==> config.mk <==
export PLATFORM = sky130hd
export DESIGN_NAME = uart_flash_bridge_flat
export DESIGN_NICKNAME = d
export VERILOG_FILES = /design/src/rtl/uart_flash_bridge_if.sv /design/src/rtl/uart_flash_bridge.sv /design/src/flat_wrapper.sv
export SDC_FILE = /design/constraint.sdc
export NUM_CORES = 1
export LEC_CHECK = 0
export CAP_MARGIN = 20
export CORE_MARGIN = 2
export CORE_UTILIZATION = 30
export CTS_CLUSTER_SIZE = 30
export DETAILED_ROUTE_END_ITERATION = 16
export GPL_ROUTABILITY_DRIVEN = 0
export PLACE_DENSITY = 0.51
export SETUP_SLACK_MARGIN = 0.3
export SYNTH_ARGS = -nofsm -noshare
export SYNTH_HDL_FRONTEND = slang
export SYNTH_SLANG_ARGS = --single-unit
==> constraint.sdc <==
create_clock -name CLK_50MHZ -period 3.7 [get_ports CLK_50MHZ]
set_clock_uncertainty 0.05 [all_clocks]
set_input_delay 0.555 -clock CLK_50MHZ [delete_from_list [all_inputs] [get_ports CLK_50MHZ]]
set_output_delay 0.555 -clock CLK_50MHZ [all_outputs]
set_load 0.01 [all_outputs]
==> src/rtl/uart_flash_bridge_if.sv <==
`default_nettype none
// ============================================================================
//  Module      : uart_flash_bridge_if
//  Description : Signal bundle between the UART byte side, the flash
//                controller handshake and the status outputs of
//                uart_flash_bridge.
//                master : the bridge itself
//                slave  : the surrounding UART / flash / status logic
//  Signals     : rx_data/rx_valid    received byte and its strobe
//                tx_data/tx_start    byte to send and its strobe
//                tx_busy             UART transmitter busy
//                fl_addr/fl_wdata    flash address and write data
//                fl_rdata/fl_done    flash read data and completion strobe
//                fl_rw/fl_start      direction (1=read) and start strobe
//                busy/err_cnt        bridge busy flag, saturating error count
//  Revision    : 1.0 - initial release
// ============================================================================
interface uart_flash_bridge_if #(
    parameter int ADDR_W = 16,
    parameter int DATA_W = 8
);
    logic [7:0]        rx_data;
    logic              rx_valid;
    logic [7:0]        tx_data;
    logic              tx_start;
    logic              tx_busy;
    logic [ADDR_W-1:0] fl_addr;
    logic [DATA_W-1:0] fl_wdata;
    logic [DATA_W-1:0] fl_rdata;
    logic              fl_rw;
    logic              fl_start;
    logic              fl_done;
    logic              busy;
    logic [7:0]        err_cnt;

    modport master (
        input  rx_data, rx_valid, tx_busy, fl_rdata, fl_done,
        output tx_data, tx_start, fl_addr, fl_wdata, fl_rw, fl_start, busy, err_cnt
    );

    modport slave (
        output rx_data, rx_valid, tx_busy, fl_rdata, fl_done,
        input  tx_data, tx_start, fl_addr, fl_wdata, fl_rw, fl_start, busy, err_cnt
    );
endinterface
`default_nettype wire

==> src/rtl/uart_flash_bridge.sv <==
`default_nettype none
// ============================================================================
//  Module      : uart_flash_bridge
//  Description : Command bridge from UART bytes to a flash controller.
//                'W' + address + data -> flash write, replies ACK (0x06).
//                'R' + address        -> flash read, replies the data bytes.
//                Errors (bad opcode, inter-byte timeout, flash timeout,
//                bytes received while busy, bad checksum) reply NAK (0x15)
//                where applicable and bump a saturating error counter.
//                Multi-byte fields are sent MSB byte first.
//  Option      : `define UART_FLASH_BRIDGE_CHECKSUM_EN adds a trailing XOR
//                checksum byte to every command (state S_CSUM).
//  Ports       : CLK_50MHZ  system clock
//                RST_N      asynchronous active-low reset
//                bus        uart_flash_bridge_if.master (UART, flash, status)
//  Revision    : 1.0 - initial release
// ============================================================================
module uart_flash_bridge #(
    parameter int ADDR_W     = 16,
    parameter int DATA_W     = 8,
    parameter int RX_TIMEOUT = 5_000_000,
    parameter int FL_TIMEOUT = 50_000
) (
    input  logic                CLK_50MHZ,
    input  logic                RST_N,
    uart_flash_bridge_if.master bus
);

    localparam int          c_ADDR_BYTES = ADDR_W / 8;
    localparam int          c_DATA_BYTES = DATA_W / 8;
    localparam logic [7:0]  c_OP_WR      = 8'h57;
    localparam logic [7:0]  c_OP_RD      = 8'h52;
    localparam logic [7:0]  c_ACK        = 8'h06;
    localparam logic [7:0]  c_NAK        = 8'h15;
    localparam logic [31:0] c_RX_LAST    = 32'(RX_TIMEOUT - 1);
    localparam logic [31:0] c_FL_LAST    = 32'(FL_TIMEOUT - 1);

    typedef enum logic [2:0] {
        S_IDLE    = 3'd0,
        S_ADDR    = 3'd1,
        S_DATA    = 3'd2,
        S_FL_REQ  = 3'd3,
        S_FL_WAIT = 3'd4,
        S_RESP    = 3'd5,
        S_TX_WAIT = 3'd6
`ifdef UART_FLASH_BRIDGE_CHECKSUM_EN
        , S_CSUM  = 3'd7
`endif
    } state_t;

    // State entered after the last address/data byte of a command
`ifdef UART_FLASH_BRIDGE_CHECKSUM_EN
    localparam state_t c_CMD_END = S_CSUM;
`else
    localparam state_t c_CMD_END = S_FL_REQ;
`endif

    state_t            r_state;
    state_t            w_next;
    logic              r_op_rd;
    logic [ADDR_W-1:0] r_addr;
    logic [DATA_W-1:0] r_wdata;
    logic [DATA_W-1:0] r_resp;       // outgoing bytes, current one in the top byte
    logic [1:0]        r_byte_cnt;
    logic [1:0]        r_tx_left;
    logic              r_tx_skip;    // cycle after TX_START: tx_busy not yet valid
    logic              r_nak;
    logic [31:0]       r_timer;
    logic [7:0]        r_err_cnt;
`ifdef UART_FLASH_BRIDGE_CHECKSUM_EN
    logic [7:0]        r_csum;
`endif

    logic w_rx_phase;
    logic w_locked;
    logic w_last_addr;
    logic w_last_data;
    logic w_rx_to;
    logic w_fl_to;
    logic w_tx_fire;
    logic w_nak;
    logic w_err;

`ifdef UART_FLASH_BRIDGE_CHECKSUM_EN
    assign w_rx_phase = (r_state == S_ADDR) || (r_state == S_DATA) || (r_state == S_CSUM);
`else
    assign w_rx_phase = (r_state == S_ADDR) || (r_state == S_DATA);
`endif
    assign w_locked    = (r_state == S_FL_REQ) || (r_state == S_FL_WAIT) ||
                         (r_state == S_RESP)   || (r_state == S_TX_WAIT);
    assign w_last_addr = (r_byte_cnt == 2'(c_ADDR_BYTES - 1));
    assign w_last_data = (r_byte_cnt == 2'(c_DATA_BYTES - 1));
    assign w_rx_to     = w_rx_phase && (r_timer == c_RX_LAST);
    assign w_fl_to     = (r_state == S_FL_WAIT) && (r_timer == c_FL_LAST);
    assign w_tx_fire   = (r_state == S_TX_WAIT) && !r_tx_skip && !bus.tx_busy;

    // ------------------------------------------------------------------
    // Next-state logic
    // ------------------------------------------------------------------
    always_comb begin
        w_next = r_state;
        w_nak  = 1'b0;
        case (r_state)
            S_IDLE: begin
                if (bus.rx_valid) begin
                    if ((bus.rx_data == c_OP_WR) || (bus.rx_data == c_OP_RD)) begin
                        w_next = S_ADDR;
                    end else begin
                        w_next = S_RESP;
                        w_nak  = 1'b1;
                    end
                end
            end
            S_ADDR: begin
                if (bus.rx_valid) begin
                    if (w_last_addr) w_next = r_op_rd ? c_CMD_END : S_DATA;
                end else if (w_rx_to) begin
                    w_next = S_RESP;
                    w_nak  = 1'b1;
                end
            end
            S_DATA: begin
                if (bus.rx_valid) begin
                    if (w_last_data) w_next = c_CMD_END;
                end else if (w_rx_to) begin
                    w_next = S_RESP;
                    w_nak  = 1'b1;
                end
            end
`ifdef UART_FLASH_BRIDGE_CHECKSUM_EN
            S_CSUM: begin
                if (bus.rx_valid) begin
                    if (bus.rx_data == r_csum) begin
                        w_next = S_FL_REQ;
                    end else begin
                        w_next = S_RESP;
                        w_nak  = 1'b1;
                    end
                end else if (w_rx_to) begin
                    w_next = S_RESP;
                    w_nak  = 1'b1;
                end
            end
`endif
            S_FL_REQ:  w_next = S_FL_WAIT;
            S_FL_WAIT: begin
                if (bus.fl_done) begin
                    w_next = S_RESP;
                end else if (w_fl_to) begin
                    w_next = S_RESP;
                    w_nak  = 1'b1;
                end
            end
            S_RESP:    w_next = S_TX_WAIT;
            S_TX_WAIT: begin
                if (w_tx_fire && (r_tx_left == 2'd1)) w_next = S_IDLE;
            end
            default:   w_next = S_IDLE;
        endcase
        // Simultaneous error sources collapse into a single increment
        w_err = w_nak || (bus.rx_valid && w_locked);
    end

    always_ff @(posedge CLK_50MHZ or negedge RST_N) begin
        if (!RST_N) r_state <= S_IDLE;
        else        r_state <= w_next;
    end

    // ------------------------------------------------------------------
    // Datapath
    // ------------------------------------------------------------------
    always_ff @(posedge CLK_50MHZ or negedge RST_N) begin
        if (!RST_N) begin
            r_op_rd    <= 1'b0;
            r_addr     <= '0;
            r_wdata    <= '0;
            r_resp     <= '0;
            r_byte_cnt <= '0;
            r_tx_left  <= '0;
            r_tx_skip  <= 1'b0;
            r_nak      <= 1'b0;
            r_timer    <= '0;
            r_err_cnt  <= '0;
`ifdef UART_FLASH_BRIDGE_CHECKSUM_EN
            r_csum     <= '0;
`endif
        end else begin
            // One timer serves both the inter-byte and flash timeouts;
            // it restarts on every state change and on each received byte.
            if ((w_next != r_state) || (w_rx_phase && bus.rx_valid))
                r_timer <= '0;
            else if (w_rx_phase || (r_state == S_FL_WAIT))
                r_timer <= r_timer + 32'd1;

            if (w_next != r_state)
                r_byte_cnt <= '0;
            else if (w_rx_phase && bus.rx_valid)
                r_byte_cnt <= r_byte_cnt + 2'd1;

            if ((r_state == S_IDLE) && bus.rx_valid)
                r_op_rd <= (bus.rx_data == c_OP_RD);
            if ((r_state == S_ADDR) && bus.rx_valid)
                r_addr <= (r_addr << 8) | ADDR_W'(bus.rx_data);
            if ((r_state == S_DATA) && bus.rx_valid)
                r_wdata <= (r_wdata << 8) | DATA_W'(bus.rx_data);

`ifdef UART_FLASH_BRIDGE_CHECKSUM_EN
            if ((r_state == S_IDLE) && bus.rx_valid)
                r_csum <= bus.rx_data;
            else if (((r_state == S_ADDR) || (r_state == S_DATA)) && bus.rx_valid)
                r_csum <= r_csum ^ bus.rx_data;
`endif

            if (w_nak)
                r_nak <= 1'b1;
            else if (r_state == S_IDLE)
                r_nak <= 1'b0;

            case (r_state)
                S_FL_WAIT: begin
                    if (bus.fl_done) r_resp <= bus.fl_rdata;
                end
                S_RESP: begin
                    if (r_nak || !r_op_rd) begin
                        r_resp    <= DATA_W'(r_nak ? c_NAK : c_ACK) << (DATA_W - 8);
                        r_tx_left <= 2'd1;
                    end else begin
                        r_tx_left <= 2'(c_DATA_BYTES);
                    end
                end
                S_TX_WAIT: begin
                    if (w_tx_fire) begin
                        r_resp    <= r_resp << 8;
                        r_tx_left <= r_tx_left - 2'd1;
                    end
                end
                default: ;
            endcase

            r_tx_skip <= w_tx_fire;

            if (w_err && (r_err_cnt != 8'hFF))
                r_err_cnt <= r_err_cnt + 8'd1;
        end
    end

    assign bus.tx_data  = r_resp[DATA_W-1 -: 8];
    assign bus.tx_start = w_tx_fire;
    assign bus.fl_addr  = r_addr;
    assign bus.fl_wdata = r_wdata;
    assign bus.fl_rw    = r_op_rd;
    assign bus.fl_start = (r_state == S_FL_REQ);
    assign bus.busy     = (r_state != S_IDLE);
    assign bus.err_cnt  = r_err_cnt;

endmodule
`default_nettype wire

==> src/flat_wrapper.sv <==
// flat-port wrapper written by rule: the top's interface ports become plain ports
module uart_flash_bridge_flat 
#(
    parameter int ADDR_W     = 16,
    parameter int DATA_W     = 8,
    parameter int RX_TIMEOUT = 5_000_000,
    parameter int FL_TIMEOUT = 50_000
)
  (CLK_50MHZ, RST_N, bus_rx_data, bus_rx_valid, bus_tx_busy, bus_fl_rdata, bus_fl_done, bus_tx_data, bus_tx_start, bus_fl_addr, bus_fl_wdata, bus_fl_rw, bus_fl_start, bus_busy, bus_err_cnt);
  uart_flash_bridge_if #(.ADDR_W(ADDR_W), .DATA_W(DATA_W)) bus_i ();
  input  logic CLK_50MHZ;
  input  logic RST_N;
  input wire logic [$bits(bus_i.rx_data)-1:0] bus_rx_data;
  input wire logic [$bits(bus_i.rx_valid)-1:0] bus_rx_valid;
  input wire logic [$bits(bus_i.tx_busy)-1:0] bus_tx_busy;
  input wire logic [$bits(bus_i.fl_rdata)-1:0] bus_fl_rdata;
  input wire logic [$bits(bus_i.fl_done)-1:0] bus_fl_done;
  output wire logic [$bits(bus_i.tx_data)-1:0] bus_tx_data;
  output wire logic [$bits(bus_i.tx_start)-1:0] bus_tx_start;
  output wire logic [$bits(bus_i.fl_addr)-1:0] bus_fl_addr;
  output wire logic [$bits(bus_i.fl_wdata)-1:0] bus_fl_wdata;
  output wire logic [$bits(bus_i.fl_rw)-1:0] bus_fl_rw;
  output wire logic [$bits(bus_i.fl_start)-1:0] bus_fl_start;
  output wire logic [$bits(bus_i.busy)-1:0] bus_busy;
  output wire logic [$bits(bus_i.err_cnt)-1:0] bus_err_cnt;
  assign bus_i.rx_data = bus_rx_data;
  assign bus_i.rx_valid = bus_rx_valid;
  assign bus_i.tx_busy = bus_tx_busy;
  assign bus_i.fl_rdata = bus_fl_rdata;
  assign bus_i.fl_done = bus_fl_done;
  assign bus_tx_data = bus_i.tx_data;
  assign bus_tx_start = bus_i.tx_start;
  assign bus_fl_addr = bus_i.fl_addr;
  assign bus_fl_wdata = bus_i.fl_wdata;
  assign bus_fl_rw = bus_i.fl_rw;
  assign bus_fl_start = bus_i.fl_start;
  assign bus_busy = bus_i.busy;
  assign bus_err_cnt = bus_i.err_cnt;
  uart_flash_bridge #(.ADDR_W(ADDR_W), .DATA_W(DATA_W), .RX_TIMEOUT(RX_TIMEOUT), .FL_TIMEOUT(FL_TIMEOUT)) u_core (.CLK_50MHZ(CLK_50MHZ), .RST_N(RST_N), .bus(bus_i));
endmodule
==> results.json <==
{
  "synthMuxAreaShare_pct": 8.12,
  "cts_hold_buf": 0,
  "syn_nets": 458,
  "die-area_um2": 16100,
  "crit_family": "buffers and inverters",
  "slew_violations": 0,
  "crit_required_ns": 3.90,
  "wire_per_inst_um": 16.0,
  "grt_pass1_wl_mm": 18.8,
  "synth_xor_area_share_pct": 7.35,
  "rsz0062_at_grt": "false",
  "ctsLongestPathBuffers": 2,
  "power.total_mw": 3.93,
  "tns_ns": 0,
  "critPathSlowestCell": "clkdlybuf4s50_1",
  "netSwitchingPower_mw": 1.51,
  "synth_top_family_by_area": "simple AND/OR/NAND/NOR gates",
  "ys.flop_type": "dfrtp_1",
  "cap_violations": 0,
  "placed_area_um2": 5340,
  "ant_nets": 0,
  "drive_gt1_share_pct": 19.5,
  "syn_avg_cell_area_um2": 10.5,
  "cp_cell_sequence": "clkdlybuf4s50_1 -> nor4bb_1 -> buf_4 -> a31oi_1 -> o21ai_0 -> nand3_2 -> buf_12 -> nor3_1",
  "cts_tree": "done",
  "hp-class": "input pin to async pin",
  "path_class": "input pin to flop",
  "portBuffers": 64,
  "yosysSeqAreaShare_pct": 45.3,
  "clkSlewWorstSetupHoldPaths_ns": 0.06,
  "grt_pass1_vias": 3506,
  "core_um2": 14600,
  "tightest_slew_ns": 0.880,
  "finalNetCount": 519,
  "period_needed_ns": 2.85,
  "antenna_found_initial": 0,
  "syn2layout_area_growth_pct": 24.2,
  "netlist_instances": 432,
  "irDropWorstVdd_mv": 0.361,
  "slowest_delay_ns": 0.50,
  "max-slew-margin-rel_pct": 41.0,
  "start_util_pct": 30.9,
  "arrival_ns": 3.05,
  "vias": 3422,
  "switching_share_pct": 38.5,
  "synth_compound_area_share_pct": 6.71,
  "yosysWarningCount": 0,
  "design_area_um2": 5620,
  "pwr-share-seq_pct": 34.5,
  "drt-initial-drc-count": 194,
  "seqCellArea_um2": 2050,
  "crit_path_start_kind": "input pin",
  "clkLatencyLatePin_ns": 0.35,
  "synth_fa_ha_area_share_pct": 1.38,
  "mostFrequentLayoutCell": "dfrtp_1",
  "p_clk_share_pct": 21.4,
  "post_cts_buffers": 0,
  "rows": 44,
  "fmax_mhz": 351,
  "setup_violations": 0,
  "drt-total-wl_mm": 10.9,
  "grt_max_degree": 64,
  "fill_cells": 1442,
  "min_period_over_period_pct": 77.0,
  "p_int_mw": 2.42,
  "r2r_cells": 5,
  "fin_util_pct": 38.4,
  "root_buffer": "clkbuf_16",
  "status": "complete, no violations",
  "cp.depth": 8,
  "via_per_inst": 5.02,
  "synthSimpleGateAreaFrac_pct": 26.9,
  "grt.overflow.total": 0,
  "syn-cell-area_um2": 4530,
  "synth_edf_count": 0,
  "power_frac_comb_pct": 44.0,
  "final_cell_mix": "82 x dfrtp_1, 63 x clkdlybuf4s50_1, 38 x nand2_1, 32 x xnor2_1, 30 x nor3_2",
  "htree_num_levels": 3,
  "cts-buffers-inserted": 9,
  "dp_hpwl_mm": 7.61,
  "diodes": 0,
  "io-pin-count": 65,
  "dp.cells": 666,
  "yosys_register_bits": 82,
  "cts.sinks": 82,
  "drc": 0,
  "end_kind": "flop",
  "firstDrtPassIters": 4,
  "die_w_um": 127,
  "hold_viol_final": 0,
  "die_h_um": 127,
  "power_density_nw_per_um2": 699,
  "cp_max_fo": 20,
  "crit_buf_inv": 3,
  "async_flop_share_pct": 100,
  "multi_input_area_um2": 2290,
  "yosysUniqueCellTypes": 56,
  "cts_resized": 0,
  "grt_usage_pct": 14.6,
  "final_cells": 682,
  "leakagePower_nw": 2.17
}
-- power by group through the flow --
stage               Combinational (mW)  Clock (mW)  Sequential, mW
floorplan                         1.03           0            1.41
global route                      1.91       0.917            1.41
detailed placement                1.75           0            1.38
finish                            1.73       0.843            1.36
CTS                               1.76       0.881            1.36
global placement                  1.74           0            1.37
-- worst register-to-register path: cells and delay by family (launching register included) --
family | cells | cell delay (ns)
AO/OA/AOI/OAI | 2 | 0.82
flip-flops | 1 | 0.42
AND/OR/NAND/NOR | 2 | 1.05
multiplexers | 1 | 0.37
-- cells in the mapped netlist, drive strengths merged, types with 2 or more instances --
cell / instances / area share (%)
nor2b: 3 / 0.41
buf: 8 / 1.9
nor3: 51 / 9.0
and3: 5 / 0.69
mux2i: 3 / 0.66
nand3b: 4 / 0.94
nand2: 38 / 3.2
nand4b: 3 / 0.58
a21oi: 7 / 0.77
nor4bb: 2 / 0.44
nand2b: 6 / 0.83
mux2: 30 / 7.5
dfrtp: 82 / 45
a21boi: 3 / 0.50
and2: 5 / 0.69
a31o: 2 / 0.39
nand4: 7 / 0.97
nor4: 10 / 1.4
nor2: 19 / 1.6
o211ai: 5 / 0.83
nor3b: 3 / 0.61
inv: 12 / 0.99
or4b: 2 / 0.52
o21ai: 17 / 1.9
a211oi: 2 / 0.33
and4: 6 / 1.2
xnor2: 32 / 6.2
a22oi: 4 / 0.66
nor4b: 3 / 0.58
nand3: 13 / 1.4
clkbuf: 16 / 1.4
xor2: 6 / 1.2
or2: 2 / 0.28
or4: 5 / 0.91
ha: 5 / 1.4
-- cell families (layout without fill, tap and decap cells) --
group,Yosys count,in the layout
and+or+nand+nor,191,191
DFF,82,82
AOI/OAI and AO/OA,47,47
xor gates and xnor gates,38,38
buffers and inverters,36,102
muxes,33,33
adders and majority gates,5,5
-- final timing paths --
kind,from,endpoint,slack [ns]
setup / recovery,bus_rx_data[6],u_core.r_timer[4]$_DFFE_PN0P_,0.85
hold / removal,RST_N,u_core.r_timer[22]$_DFFE_PN0P_,0.24
setup reg to reg,u_core.r_timer[13]$_DFFE_PN0P_,u_core.bus.err_cnt[1]$_DFFE_PN0P_,0.89
hold reg to reg,u_core.bus.tx_data[4]$_DFFE_PN0P_,u_core.bus.tx_data[4]$_DFFE_PN0P_,0.43
max in group asynchronous,RST_N,u_core.r_state[2]$_DFF_PN0_,2.52
min in group CLK_50MHZ,u_core.bus.tx_data[4]$_DFFE_PN0P_,u_core.bus.tx_data[4]$_DFFE_PN0P_,0.43
-- flip-flops by register name, summed over array words and instances (netlist names) --
| name | flops |
|---|---|
| u_core.bus.fl_wdata | 8 |
| u_core.r_state | 3 |
| u_core.r_tx_skip | 1 |
| u_core.r_timer | 32 |
| u_core.r_tx_left | 2 |
| u_core.bus.fl_addr | 16 |
| u_core.r_nak | 1 |
| u_core.r_byte_cnt | 2 |
| u_core.bus.tx_data | 8 |
| u_core.bus.err_cnt | 8 |
| u_core.bus.fl_rw | 1 |
-- through the flow --
stage               hold WS, ns  setup WS (ns)
floorplan                 0.209           1.40
global placement          0.413          0.570
detailed placement        0.423          0.463
CTS                       0.292          0.816
global route              0.322          0.601
finish                    0.236          0.851
-- per-layer routing --
layer	routed length, um	vias to the layer above	global-route usage (%)
li1	-	1668	-
met1	5360	1689	20.1
met2	5070	56	23.0
met3	378	9	3.63
met4	127	0	3.94
met5	0	-	0
-- final cells by class --
cell class	count	area share [%]
timing repair buffer	74	12.9
inverter	12	0.801
multi-input combinational	314	40.7
clock inverter	7	0.957
clock buffer	9	4.01
tap	184	4.09
sequential	82	36.5
Note: power is estimated with default switching activity, not from simulation.
